[config.mk]
export PLATFORM = sky130hd
export DESIGN_NAME = sf_pattern_gen
export DESIGN_NICKNAME = d
export VERILOG_FILES = /design/src/rtl/sf_pattern_gen.sv
export SDC_FILE = /design/constraint.sdc
export NUM_CORES = 1
export LEC_CHECK = 0
export ABC_CLOCK_PERIOD_IN_PS = 2300
export BUFFER_PORTS_ARGS = -buffer_cell sky130_fd_sc_hd__buf_2
export CORE_UTILIZATION = 47
export DETAILED_ROUTE_END_ITERATION = 12
export PLACE_DENSITY = 0.88
export SLEW_MARGIN = 20
export SYNTH_ARGS = -nofsm -noshare
export SYNTH_HDL_FRONTEND = slang
export SYNTH_SLANG_ARGS = --single-unit
[constraint.sdc]
create_clock -name clk -period 2.3 [get_ports clk]
set_clock_uncertainty 0.05 [all_clocks]
set_input_delay 0.115 -clock clk [delete_from_list [all_inputs] [get_ports clk]]
set_output_delay 0.115 -clock clk [all_outputs]
set_load 0.01 [all_outputs]
[src/rtl/sf_pattern_gen.sv]
// 8-bit pattern accumulator: load sets it to the pattern start value, advance
// adds the pattern increment (mod 256). Shared by the page-program byte source
// and the read-back checker.
module sf_pattern_gen (
  input  logic       clk,
  input  logic       rst_n,
  input  logic       load,
  input  logic       advance,
  input  logic [7:0] start,
  input  logic [7:0] incr,
  output logic [7:0] value
);

  // Accumulator: load has priority over advance
  always_ff @(posedge clk or negedge rst_n) begin
    if (!rst_n) begin
      value <= 8'h00;
    end else if (load) begin
      value <= start;
    end else if (advance) begin
      value <= value + incr;
    end
  end

endmodule

# After elaboration in Yosys (flattened, before gate mapping)
# Index checks and enable logic that the tools add are counted.
[totals] register_bits=8 inputBits=20 elab_cells=5 out_inout_bits=8
[classes] add_sub_neg=1 n_reduce_logical=1 muxes=2
[ops] op="$mux W8" count=2
[ops] op="$add A8 B8 Y8" count=1
[ops] op="$reduce_bool A2 Y1" count=1

# Logic depth before layout (Yosys ltp)
# Gate-level depths: netlist (run 1).
[logic_depth] ltp_word=3 depth_mapped=8 mapped_depth_nobuf=8

# Worst setup path after synthesis (run 1)
# OpenSTA, ideal clock, no wires.
[synth_timing] path_kind="register -> register" from="register value[1]" to="register value[7]" synth_period_minus_slack_ns=2.043 setup_slack_ns=0.257 setup_ns=0.092 arrival_time_ns=1.901 path_stages_with_launch=7 path_buffers=0 path_cell_list="dfrtp_1 -> ha_1 -> a211oi_2 -> nor3_1 -> or4_4 -> and4_4 -> o31ai_2"
[synth_between] elab_chain_len=3
[synth_lines] element="start: declaration" line="11" text="output logic [7:0] value"
[synth_lines] element="start signal: assignment" line="19" text="value <= start;"
[synth_lines] element="start signal: assignment" line="21" text="value <= value + incr;"
[synth_lines] element="$add A8 B8 Y8" line="21"
[synth_lines] element="$mux W8" line="20" text="end else if (advance) begin"
[synth_lines] element="$mux W8" line="18" text="end else if (load) begin"
# No other way between the ends. The select of a mux whose other input is x is not followed.
# A chain may end at the register's enable or synchronous reset.

# Worst setup path in the final report (run 1)
# Ends and elaborated chain as after synthesis.

==> impl_metrics.json, run 1 <==
{
  "cts_tree": "yes",
  "synthTopCellsByArea": "dfrtp_1 (28%), ha_1 (12%), o21ai_0 (4.8%)",
  "final_common_cell": "buf_2",
  "vias_per_cell": 5.75,
  "layout_common_cells": "buf_2 (27), nand2_1 (8), dfrtp_1 (8)",
  "setup_viol": 0,
  "tns_ns": 0,
  "irDropWorstVdd_v": 0.000336,
  "regArea_um2": 200,
  "numPortBuffers": 27,
  "ff2ff_path_depth": 6,
  "critical_path_arrival_ns": 2.19,
  "clkLatencyLatePin_ns": 0.26,
  "synthCells": 82,
  "reg.largest.list": "value x8",
  "min_from": "start[7]",
  "path_class": "register to register",
  "fillers": 129,
  "yosysUniqueCellTypes": 33,
  "synth_edf_count": 0,
  "htree_num_levels": 1,
  "cap_violations": 0,
  "num_antenna_cells": 0,
  "clockBufferDepth": 2,
  "grt_pass1_vias": 598,
  "maxSlewViolCount": 0,
  "areaGrowthSynthToFinish_pct": 21.9,
  "grt_max_degree": 19,
  "synth_top_area_share": 0.275,
  "r2r_start": "value[1]",
  "largest_reg_flops": 8,
  "die_x_um": 41.3,
  "path_clk_slew_ns": 0.06,
  "die_area_mm2": 0.00171,
  "synth-async-reset-ratio": 1.00,
  "drc_errors": 0,
  "wire_per_inst_um": 12.9,
  "hold_path.class": "input pin to register",
  "drt_wl_total_um": 1610,
  "finalPower_uw": 524,
  "clock_sinks": 8,
  "end_kind": "register",
  "ys.flop_type": "dfrtp_1",
  "regMostFlops": "value",
  "syn_avg_cell_area_um2": 8.87,
  "cts_root_buffer": "clkbuf_4",
  "crit_fanout": 3,
  "routabilityCongestion": 0.835,
  "grt_use_total": 0.221,
  "max_freq_mhz": 484,
  "r2r_slack_ns": 0.23,
  "critPathLaunchType": "register",
  "fin_crit_sh": 0.899,
  "hold_ws_ns": 0.0149,
  "synth_nets": 110,
  "yosysWarnings": 0,
  "grt_pass1_wl_um": 2380,
  "min_period_ns": 2.07,
  "p_per_area_mw_per_mm2": 591,
  "hold_end": "value[7]",
  "place_ws_ns": 0.232,
  "tightest_slew_ns": 0.299,
  "p_leak_uw": 0.000445,
  "num_vias": 719,
  "hold_depth": 3,
  "start_util": 0.532,
  "cts.repair.resized": 0,
  "dpl.hpwl_um": 1270,
  "syn-cell-area_um2": 727,
  "slew_headroom": 0.801,
  "synth_top_area_cell": "dfrtp_1",
  "top_level_ports": 28,
  "antenna_found_initial": 0,
  "core_mm2": 0.00137,
  "firstDrtPassIters": 4,
  "drive_above_1_share": 0.327,
  "fin_nets": 140,
  "r2r_end": "value[7]",
  "numCtsBuffers": 3,
  "hold_viol_final": 0,
  "drt_iter0_drc": 12,
  "outcome": "finished, final reports clean",
  "cp.required_ns": 2.42,
  "seq_area_frac_synth": 0.275,
  "rsz0062_at_grt": "false",
  "multi_input_area_um2": 477,
  "ys_seq_elements": 8,
  "grt-ovfl-total": 0,
  "ant_nets": 0,
  "row_count": 13,
  "fp.dieH_um": 41.3,
  "worst_slack_ns": 0.232
}
==> worst max-delay path, cell delays in order (launching register included) <==
cell,delay (ns)
dfrtp_1,0.40
ha_1,0.32
a211oi_2,0.27
nor3_1,0.10
or4_4,0.49
and4_4,0.20
o31ai_2,0.16
==> cell usage after synthesis (2+ instances only) <==
master and instances:
a21oi_1 6, buf_6 2, dfrtp_1 8, ha_1 7, inv_1 6, mux2i_1 3, nand2_1 8, nand3_1 2
nand3b_1 2, nor2_1 2, nor2b_1 3, nor3_1 4, o21a_1 2, o21ai_0 7, or3_1 2
==> power by group <==
| group | switching, µW | internal (µW) | total (µW) |
|---|---|---|---|
| Sequential | 15.6 | 162 | 177 |
| Clock | 49.7 | 59.9 | 110 |
| Combinational | 124 | 113 | 237 |
| Total | 189 | 335 | 524 |
==> per-layer routing <==
layer | track usage | share of wire | vias up
met5 | 0 | 0 | -
met4 | 0.105 | 0 | 0
met3 | 0.0851 | 0.060 | 0
met2 | 0.355 | 0.49 | 27
met1 | 0.255 | 0.45 | 330
li1 | - | - | 362
==> logic make-up after synthesis <==
logic type	count (synthesis)	share of synthesized area
simple gates	26	0.198
flops	8	0.275
mux	4	0.0568
buf+inv	9	0.0688
fa+ha+maj	8	0.148
compound gates	27	0.253
==> layout make-up <==
class | count | share of cell area
clock buffers | 3 | 0.0254
inverters | 6 | 0.0254
multi-input cells | 65 | 0.538
flip-flops and latches | 8 | 0.226
well taps | 15 | 0.0212
repair buffers | 28 | 0.164
==> stage by stage <==
stage	utilization	std cells	cell area, µm²
after floorplan	-	82	727
after global placement	0.625	121	853
after detailed placement	0.625	121	853
after CTS	0.648	125	886
after global routing	0.648	125	886
final	0.648	125	886
==> timing repair <==
item,CTS,global route
setup buffers,0,0
hold endpoints to repair,8,0
hold buffers,1,0
==> how the worst max path moves through the flow <==
stage              from  endpoint  slack (ns)  depth (start not counted)
3_3_place_gp   value[1]  value[7]        0.28                          6
6_report       value[1]  value[7]        0.23                          6
2_1_floorplan  value[1]  value[7]        0.26                          6
4_1_cts        value[1]  value[7]        0.22                          6
3_5_place_dp   value[1]  value[7]        0.23                          6
5_1_grt        value[1]  value[7]        0.16                          6
No activity file was read; power rests on OpenSTA's default activity.
==> run 2: changes to the inputs <==
Settings changed: ABC_CLOCK_PERIOD_IN_PS 2300 to 2100, CAP_MARGIN set to 20, MAX_ROUTING_LAYER set to met4.
Clock period 2.3 ns to 2.1 ns, I/O delays scaled along.
==> run 2 against run 1 <==
Compared with the run above: critical path depth did not move; first-iteration DRC count fell by 25%; clock power rose by 11%; register-to-register slack got worse by 0.16 ns; highest routed layer is now met4; worst hold slack got worse by 0.011 ns; power rose by 10%; worst setup slack got worse by 0.16 ns.
==> impl_metrics.json, run 2 (synthesized netlist as in run 1, its figures left out) <==
{
  "cts_root_buffer": "clkbuf_4",
  "num_antenna_cells": 0,
  "r2r_slack_ns": 0.07,
  "min_from": "start[3]",
  "num_vias": 700,
  "ant_nets": 0,
  "clockBufferDepth": 2,
  "grt_use_total": 0.237,
  "htree_num_levels": 1,
  "fin_util": 0.657,
  "die_area_mm2": 0.00171,
  "top_level_ports": 28,
  "p_leak_uw": 0.000445,
  "drt_wl_total_um": 1570,
  "place_ws_ns": 0.0324,
  "p_per_area_mw_per_mm2": 645,
  "largest_reg_flops": 8,
  "max_freq_mhz": 492,
  "final_cells": 125,
  "areaGrowthSynthToFinish_pct": 23.4,
  "hold_ws_ns": 0.00348,
  "reg.largest.list": "value x8",
  "start_util": 0.532,
  "critical_path_arrival_ns": 2.15,
  "setup_viol": 0,
  "row_count": 13,
  "postCtsSetupRepairBufs": 0,
  "drc_errors": 0,
  "core_mm2": 0.00137,
  "hold_end": "value[3]",
  "crit_fanout": 5,
  "fin_crit_sh": 0.967,
  "numPortBuffers": 27,
  "slew_headroom": 0.819,
  "antenna_found_initial": 0,
  "outcome": "finished, final reports clean",
  "fin_nets": 140,
  "vias_per_cell": 5.60,
  "hold_path.class": "input pin to register",
  "final_common_cell": "buf_2",
  "die_x_um": 41.3,
  "worstPathCellList": "ha_1, a211oi_2, nor3_2, or4_4, and4_4, o31ai_2",
  "worst_slack_ns": 0.0689,
  "crit_slowest_cell": "or4_4",
  "cp_top_family": "simple AND/OR/NAND/NOR gates",
  "critPathLaunchType": "register",
  "tightest_slew_ns": 0.271,
  "tns_ns": 0,
  "cts_tree": "yes",
  "worst_path_largest_cell_delay_ns": 0.49,
  "hold_depth": 3,
  "clkLatencyLatePin_ns": 0.26,
  "grt_pass1_wl_um": 2500,
  "maxSlewViolCount": 0,
  "cap_violations": 0,
  "rsz0062_at_grt": "false",
  "regMostFlops": "value",
  "grt-ovfl-total": 0,
  "firstDrtPassIters": 4,
  "dp.cells": 121,
  "crit_buf_inv": 0,
  "numCtsBuffers": 3,
  "grt_pass1_vias": 621,
  "drive_above_1_share": 0.355,
  "wire_per_inst_um": 12.6,
  "hold_viol_final": 0,
  "ff2ff_path_depth": 6,
  "min_period_ns": 2.03,
  "clock_sinks": 8,
  "grt_max_degree": 19,
  "drt_iter0_drc": 9,
  "worst-path-stages": 6,
  "path_clk_slew_ns": 0.06,
  "fp.dieH_um": 41.3,
  "r2r_end": "value[7]",
  "cp.required_ns": 2.22,
  "irDropWorstVdd_v": 0.000399,
  "dpl.hpwl_um": 1240,
  "layout_common_cells": "buf_2 (27), nand2_1 (8), dfrtp_1 (8)",
  "routabilityCongestion": 0.869,
  "path_class": "register to register",
  "r2r_start": "value[2]",
  "end_kind": "register"
}
==> run 2: changes by cell type in the layout (fill, tap and decap cells not counted) <==
cell,previous run,this run
ha_1,7,6
ha_2,0,1
nor3_1,4,3
nor3_2,0,1
o21ai_1,1,0
o21ai_2,0,1
==> run 2: worst max path at each step <==
stage	startpoint	endpoint
2_1_floorplan	value[1]	value[7]
3_3_place_gp	value[1]	value[7]
3_5_place_dp	value[1]	value[7]
4_1_cts	value[1]	value[7]
5_1_grt	value[1]	value[7]
6_report	value[2]	value[7]
==> run 2: per-layer routing <==
metal  track usage  wire (µm)  up-vias
li1              -          -      361
met1         0.272        710      314
met2         0.391        763       20
met3        0.0638         78        5
met4        0.0968         21        0
met5             -          0        -
==> run 2: final cells by class <==
cell class | count | area, µm²
Multi-Input combinational cell | 65 | 488
Fill cell | 131 | 469
Sequential cell | 8 | 200
Timing Repair Buffer | 28 | 145
Clock buffer | 3 | 22.5
Inverter | 6 | 22.5
Tap cell | 15 | 18.8
==> run 2: what timing repair did <==
action | CTS | global route
hold buffers | 1 | 0
resized for setup | 0 | 3
endpoints found under the setup margin | 0 | 1
hold endpoints to repair | 8 | 0
==> run 2: where the power goes <==
group / internal, µW / leakage (µW) / switching (µW)
clock network: 65.7 / 0.0000138 / 56.1
logic: 126 / 0.000336 / 137
registers: 177 / 0.0000954 / 16.7
==> run 2: worst min-delay path, stage by stage <==
cell	delay [ns]
buf_2	0.08
nand2_1	0.04
o21ai_0	0.05
==> run 2: stage by stage <==
step                instance area, µm²  power (µW)
finish                             897         579
global route                       897         632
CTS                                886         577
detailed placement                 853         451
global placement                   853         440
floorplan                          727         380
